[src/rtl/dt_pack_if.sv]
`default_nettype none
// ============================================================================
//  Module   : dt_pack_if
//  Purpose  : Control and memory-bus bundle between dt_pack and its
//             environment (start/threshold control, result-RAM read port,
//             packed-image write port).
//  Revision : 1.0  initial release
// ============================================================================
interface dt_pack_if;
   logic        start;
   logic [7:0]  threshold;
   logic        busy;
   logic        done;
   logic        res_rd;
   logic [13:0] res_addr;
   logic [7:0]  res_di;
   logic        sti_wr;
   logic [9:0]  sti_addr;
   logic [15:0] sti_do;

   // Packer side: drives the memory strobes and status.
   modport master (
      input  start, threshold, res_di,
      output busy, done, res_rd, res_addr, sti_wr, sti_addr, sti_do
   );

   // Environment side: drives the control request and returns read data.
   modport slave (
      output start, threshold, res_di,
      input  busy, done, res_rd, res_addr, sti_wr, sti_addr, sti_do
   );
endinterface
`default_nettype wire

[src/rtl/dt_pack.sv]
`default_nettype none
// ============================================================================
//  Module   : dt_pack
//  Purpose  : Reads the 128x128 8-bit distance map from the result RAM,
//             thresholds each pixel to one bit and writes 16-pixel packed
//             words (bit 0 = first pixel in raster order) into the
//             1024x16 binary image memory.
//  Revision : 1.0  initial release
// ============================================================================
module dt_pack #(
   parameter int N_PIX   = 16384,
   parameter int WORD_W  = 16,
   parameter int N_WORDS = 1024
) (
   input  wire logic  clk,
   input  wire logic  reset,
   dt_pack_if.master  bus
);

   localparam int AW = $clog2(N_PIX);
   localparam int WW = $clog2(N_WORDS);
   localparam int BW = $clog2(WORD_W);

   localparam logic [AW-1:0] C_LAST_ADDR = AW'(N_PIX - 1);
   localparam logic [WW-1:0] C_LAST_WORD = WW'(N_WORDS - 1);
   localparam logic [BW-1:0] C_LAST_BIT  = BW'(WORD_W - 1);

   typedef enum logic [1:0] {
      ST_IDLE  = 2'd0,
      ST_RUN   = 2'd1,
      ST_DRAIN = 2'd2,
      ST_DONE  = 2'd3
   } state_t;

   state_t              state_q,    state_d;
   logic [7:0]          thr_q,      thr_d;
   logic                busy_q,     busy_d;
   logic                done_q,     done_d;
   logic                res_rd_q,   res_rd_d;
   logic [AW-1:0]       res_addr_q, res_addr_d;
   logic                cap_q,      cap_d;      // res_di carries a pixel this cycle
   logic [BW-1:0]       bit_cnt_q,  bit_cnt_d;
   logic [WORD_W-1:0]   shf_q,      shf_d;
   logic [WW-1:0]       wcnt_q,     wcnt_d;     // address of the next word to write
   logic                sti_wr_q,   sti_wr_d;
   logic [WW-1:0]       sti_addr_q, sti_addr_d;
   logic [WORD_W-1:0]   sti_do_q,   sti_do_d;

   // Next-state logic: read sequencer FSM plus the threshold/pack pipeline.
   always_comb begin
      state_d    = state_q;
      thr_d      = thr_q;
      busy_d     = busy_q;
      done_d     = 1'b0;
      res_rd_d   = 1'b0;
      res_addr_d = res_addr_q;
      cap_d      = res_rd_q;
      bit_cnt_d  = bit_cnt_q;
      shf_d      = shf_q;
      wcnt_d     = wcnt_q;
      sti_wr_d   = 1'b0;
      sti_addr_d = sti_addr_q;
      sti_do_d   = sti_do_q;

      case (state_q)
         ST_IDLE: begin
            if (bus.start) begin
               state_d    = ST_RUN;
               thr_d      = bus.threshold;
               busy_d     = 1'b1;
               res_rd_d   = 1'b1;
               res_addr_d = '0;
            end
         end
         ST_RUN: begin
            if (res_addr_q == C_LAST_ADDR) begin
               state_d = ST_DRAIN;
            end else begin
               res_rd_d   = 1'b1;
               res_addr_d = res_addr_q + 1'b1;
            end
         end
         ST_DRAIN: begin
            // The pipeline still holds the tail pixels; finish on the last word.
            if (sti_wr_q && (sti_addr_q == C_LAST_WORD)) begin
               state_d = ST_DONE;
               busy_d  = 1'b0;
               done_d  = 1'b1;
            end
         end
         ST_DONE: begin
            state_d = ST_IDLE;
         end
         default: begin
            state_d = ST_IDLE;
         end
      endcase

      // Pixel capture runs one cycle behind the read strobe, independent of state.
      if (cap_q) begin
         shf_d[bit_cnt_q] = (bus.res_di >= thr_q);
         bit_cnt_d        = bit_cnt_q + 1'b1;
         if (bit_cnt_q == C_LAST_BIT) begin
            sti_wr_d   = 1'b1;
            sti_addr_d = wcnt_q;
            sti_do_d   = shf_d;
            wcnt_d     = wcnt_q + 1'b1;
         end
      end
   end

   // State and output registers; reset overrides any start or capture.
   always_ff @(posedge clk) begin
      if (reset) begin
         state_q    <= ST_IDLE;
         thr_q      <= '0;
         busy_q     <= 1'b0;
         done_q     <= 1'b0;
         res_rd_q   <= 1'b0;
         res_addr_q <= '0;
         cap_q      <= 1'b0;
         bit_cnt_q  <= '0;
         shf_q      <= '0;
         wcnt_q     <= '0;
         sti_wr_q   <= 1'b0;
         sti_addr_q <= '0;
         sti_do_q   <= '0;
      end else begin
         state_q    <= state_d;
         thr_q      <= thr_d;
         busy_q     <= busy_d;
         done_q     <= done_d;
         res_rd_q   <= res_rd_d;
         res_addr_q <= res_addr_d;
         cap_q      <= cap_d;
         bit_cnt_q  <= bit_cnt_d;
         shf_q      <= shf_d;
         wcnt_q     <= wcnt_d;
         sti_wr_q   <= sti_wr_d;
         sti_addr_q <= sti_addr_d;
         sti_do_q   <= sti_do_d;
      end
   end

   assign bus.busy     = busy_q;
   assign bus.done     = done_q;
   assign bus.res_rd   = res_rd_q;
   assign bus.res_addr = res_addr_q;
   assign bus.sti_wr   = sti_wr_q;
   assign bus.sti_addr = sti_addr_q;
   assign bus.sti_do   = sti_do_q;

endmodule
`default_nettype wire
[src/flat_wrapper.sv]
// flat-port wrapper written by rule: the top's interface ports become plain ports
module dt_pack_flat 
#(
   parameter int N_PIX   = 16384,
   parameter int WORD_W  = 16,
   parameter int N_WORDS = 1024
)
  (clk, reset, bus_start, bus_threshold, bus_res_di, bus_busy, bus_done, bus_res_rd, bus_res_addr, bus_sti_wr, bus_sti_addr, bus_sti_do);
  dt_pack_if bus_i ();
  input  wire logic clk;
  input  wire logic reset;
  input wire logic [$bits(bus_i.start)-1:0] bus_start;
  input wire logic [$bits(bus_i.threshold)-1:0] bus_threshold;
  input wire logic [$bits(bus_i.res_di)-1:0] bus_res_di;
  output wire logic [$bits(bus_i.busy)-1:0] bus_busy;
  output wire logic [$bits(bus_i.done)-1:0] bus_done;
  output wire logic [$bits(bus_i.res_rd)-1:0] bus_res_rd;
  output wire logic [$bits(bus_i.res_addr)-1:0] bus_res_addr;
  output wire logic [$bits(bus_i.sti_wr)-1:0] bus_sti_wr;
  output wire logic [$bits(bus_i.sti_addr)-1:0] bus_sti_addr;
  output wire logic [$bits(bus_i.sti_do)-1:0] bus_sti_do;
  assign bus_i.start = bus_start;
  assign bus_i.threshold = bus_threshold;
  assign bus_i.res_di = bus_res_di;
  assign bus_busy = bus_i.busy;
  assign bus_done = bus_i.done;
  assign bus_res_rd = bus_i.res_rd;
  assign bus_res_addr = bus_i.res_addr;
  assign bus_sti_wr = bus_i.sti_wr;
  assign bus_sti_addr = bus_i.sti_addr;
  assign bus_sti_do = bus_i.sti_do;
  dt_pack #(.N_PIX(N_PIX), .WORD_W(WORD_W), .N_WORDS(N_WORDS)) u_core (.clk(clk), .reset(reset), .bus(bus_i));
endmodule
[config.mk]
export PLATFORM = sky130hd
export DESIGN_NAME = dt_pack_flat
export DESIGN_NICKNAME = d
export VERILOG_FILES = /design/src/rtl/dt_pack_if.sv /design/src/rtl/dt_pack.sv /design/src/flat_wrapper.sv
export SDC_FILE = /design/constraint.sdc
export NUM_CORES = 1
export LEC_CHECK = 0
export BUFFER_PORTS_ARGS = -buffer_cell sky130_fd_sc_hd__buf_2
export CAP_MARGIN = 20
export CORE_ASPECT_RATIO = 1.25
export CORE_MARGIN = 5
export CORE_UTILIZATION = 50
export CTS_CLUSTER_DIAMETER = 200
export CTS_CLUSTER_SIZE = 14
export DETAILED_ROUTE_END_ITERATION = 8
export PLACE_DENSITY_LB_ADDON = 0.2
export SYNTH_ARGS = -nofsm -noshare
export SYNTH_HDL_FRONTEND = slang
export SYNTH_SLANG_ARGS = --single-unit
[constraint.sdc]
create_clock -name clk -period 2.1 [get_ports clk]
set_input_delay 0.42 -clock clk [delete_from_list [all_inputs] [get_ports clk]]
set_output_delay 0.42 -clock clk [all_outputs]
set_load 0.03 [all_outputs]
==> results.toml <==
[outcome]
status = "completed"

[place]
hpwl_um = 6220
gp_congestion = 0.840
io_buffers = 62
pre_cts_ws_ns = 0.192
place_inst = 603

[grt]
grt_pass1_wl_um = 14800
grt_max_degree = 45
grt_usage_pct = 19.2
met1_usage_pct = 24.2
use_met3_pct = 3.81
grt_overflow = 0
grt_pass1_vias = 3298
antenna_found_initial = 0
grt_busiest_layer = "met2"
gr-usage-met2_pct = 31.8

[layout]
drive_gt1_share_pct = 18.4
diodes = 0
nNetsFinal = 558
final_cells = 619
mostFrequentLayoutCells = "84 x dfxtp_1, 80 x nand2_1, 62 x buf_2"
mostFrequentLayoutCell = "dfxtp_1"
fillers = 703
syn_to_final_growth_pct = 17.4

[worst_hold_path]
whs_path_depth = 3
hp-class = "primary input to register"
hp-start = "bus_threshold[0]"
hold-path-endpoint = "u_core.thr_q[0]"

[yosys]
synthTopCellsByArea = "dfxtp_1 44%, nand2_1 7.8%, ha_1 5.5%"
syn_avg_cell_area_sq_um = 8.34
ys_async_sr_fraction_pct = 0
syn_area_sq_um = 3840
syn_nets = 496
synth_edf_count = 0
synthCells = 460
ys_ff_latch = 84
yosys.area.top_type = "dfxtp_1"
yosys_warnings = 0
netlist.area_leader.share_pct = 43.8
ys_types = 47
ys_seq_area_share_pct = 43.8
synth_ff_type = "dfxtp_1"

[route]
wirelength_um = 8680
num_vias = 3444
drc_errors = 0
avgViaCountPerCell = 5.56
drt_iter0_drc = 140
ant_nets = 0
wl_per_cell_um = 14.0
first_pass_iters = 5

[timing]
maxSlewViolCount = 0
tns_ns = 0
skew_ns = 0.00928
setup_viol = 0
setup_slack_ns = 0.197
post-route-min-period_ns = 1.90
hold_viol_final = 0
worst_pin_slew_ns = 0.577
fmax_mhz = 526
rsz0062_at_grt = "no"
slew_headroom_pct = 61.4
period_share_pct = 90.6

[worst_setup_path]
crit_type = "register to register"
r2r_slack_ns = 0.20
rr_worst_depth = 5
r2r-start = "u_core.bus.res_addr[0]"
r2r_end = "u_core.state_q[1]"
cp-start-kind = "register"
end_kind = "register"
required_ns = 2.34
cp.arrival_ns = 2.14
cp_max_fo = 9

[die]
start_util_pct = 51.5
io_pins = 63
die_area_sq_um = 9540
die_h_um = 108
core_sq_um = 7440
die_w_um = 88.3
rows = 35

[cts]
clk_pin_slew_ns = 0.08
clock_path_buffers = 2
clock-sinks = 84
h-tree-depth = 3
tritoncts = "done"
post-cts-setup-buffer-count = 0
cts_buffers = 9
cts-root-buf = "clkbuf_8"
cts_resized = 0
ctsHoldBuffers = 0
clk_latency_ns = 0.35

[power_and_ir_drop]
p_leak_nw = 1.76
power.density_nw_per_um2 = 855
peakVddDrop_mv = 0.430

[flow_run]
cap_violations = 0
==> cell usage after synthesis (2+ instances only) <==
| library cell | number |
|---|---|
| nor4_1 | 3 |
| and3_1 | 5 |
| mux2i_1 | 3 |
| buf_2 | 3 |
| o32ai_1 | 2 |
| o31a_1 | 2 |
| a21oi_1 | 41 |
| xor2_1 | 7 |
| a31oi_1 | 4 |
| nand4_1 | 10 |
| inv_1 | 23 |
| and4_1 | 6 |
| xnor2_1 | 3 |
| and2_1 | 3 |
| o31ai_1 | 3 |
| ha_1 | 17 |
| or3_1 | 5 |
| a311oi_1 | 8 |
| a21o_1 | 2 |
| nand3b_1 | 4 |
| nand2_1 | 80 |
| nor3_1 | 7 |
| nand3_1 | 7 |
| or4_1 | 4 |
| dfxtp_1 | 84 |
| o311ai_0 | 3 |
| nor2_1 | 45 |
| o41ai_1 | 4 |
| o21ai_0 | 7 |
| nor2b_1 | 6 |
| nand2b_1 | 6 |
| clkbuf_1 | 22 |
| a211oi_1 | 17 |
==> state kept, by name, indices dropped and copies added (netlist names) <==
register and cells:
u_core.bus.sti_do 16, u_core.shf_q 15, u_core.bus.res_addr 14, u_core.bus.sti_addr 10, u_core.wcnt_q 10, u_core.thr_q 8, u_core.bit_cnt_q 4, u_core.state_q 2
u_core.bus.busy 1, u_core.bus.done 1, u_core.bus.res_rd 1, u_core.bus.sti_wr 1, u_core.cap_q 1
==> layer usage <==
metal | wire (um) | part of all wire, %
met4 | 148 | 1.7
met2 | 4260 | 49
met5 | 0 | 0
met1 | 3970 | 46
met3 | 307 | 3.5
==> metrics by stage <==
stage | power [W] | hold slack [ns] | util [%] | instance area, sq um
finish | 0.00385 | 0.298 | 60.5 | 4510
global route | 0.00408 | 0.293 | 60.5 | 4510
CTS | 0.00388 | 0.284 | 60.5 | 4500
detailed placement | 0.00261 | 0.447 | 57.6 | 4290
global placement | 0.00258 | 0.442 | 57.6 | 4290
floorplan | 0.00236 | 0.432 | - | 3840
==> where the power goes <==
group | total (W) | internal (W) | switching [W]
Sequential | 0.00172 | 0.00167 | 0.0000510
Clock | 0.00127 | 0.000702 | 0.000567
Combinational | 0.000868 | 0.000320 | 0.000548
==> final cells by class <==
class | count | area [sq um] | area share (%)
multi-input cells | 327 | 1970 | 43.7
flip-flops and latches | 84 | 1680 | 37.3
repair buffers | 77 | 435 | 9.66
clock buffers | 12 | 145 | 3.22
well taps | 92 | 115 | 2.55
inverters | 23 | 86.3 | 1.92
clock inverters | 4 | 72.6 | 1.61
==> cells by family (layout without fill, tap and decap cells) <==
group / Yosys count / count (layout) / synth area share, %
adder cells (fa/ha/maj): 17 / 17 / 5.54
XOR/XNOR: 10 / 10 / 2.28
multiplexers: 4 / 4 / 1.08
flip-flops: 84 / 84 / 43.8
AO/OA/AOI/OAI: 100 / 100 / 17.6
buffers and inverters: 49 / 116 / 4.89
AND/OR/NAND/NOR: 196 / 196 / 24.8
==> critical path, stage by stage, from the launching register on <==
cell,delay (ns)
dfxtp_1,0.42
ha_1,0.26
nand3_1,0.21
o41ai_4,0.53
and3_1,0.29
o31ai_1,0.07
==> worst max-delay path by stage <==
stage                           start                       to  cells after the start
6_report       u_core.bus.res_addr[0]        u_core.state_q[1]                      5
5_1_grt             u_core.state_q[0]  u_core.bus.res_addr[12]                      7
4_1_cts        u_core.bus.res_addr[0]        u_core.state_q[1]                      5
3_5_place_dp            bus_res_di[2]         u_core.shf_q[11]                      7
3_3_place_gp   u_core.bus.res_addr[0]        u_core.state_q[1]                      5
2_1_floorplan           bus_res_di[2]    u_core.bus.sti_do[15]                      6
Note: power is estimated with default switching activity, not from simulation.
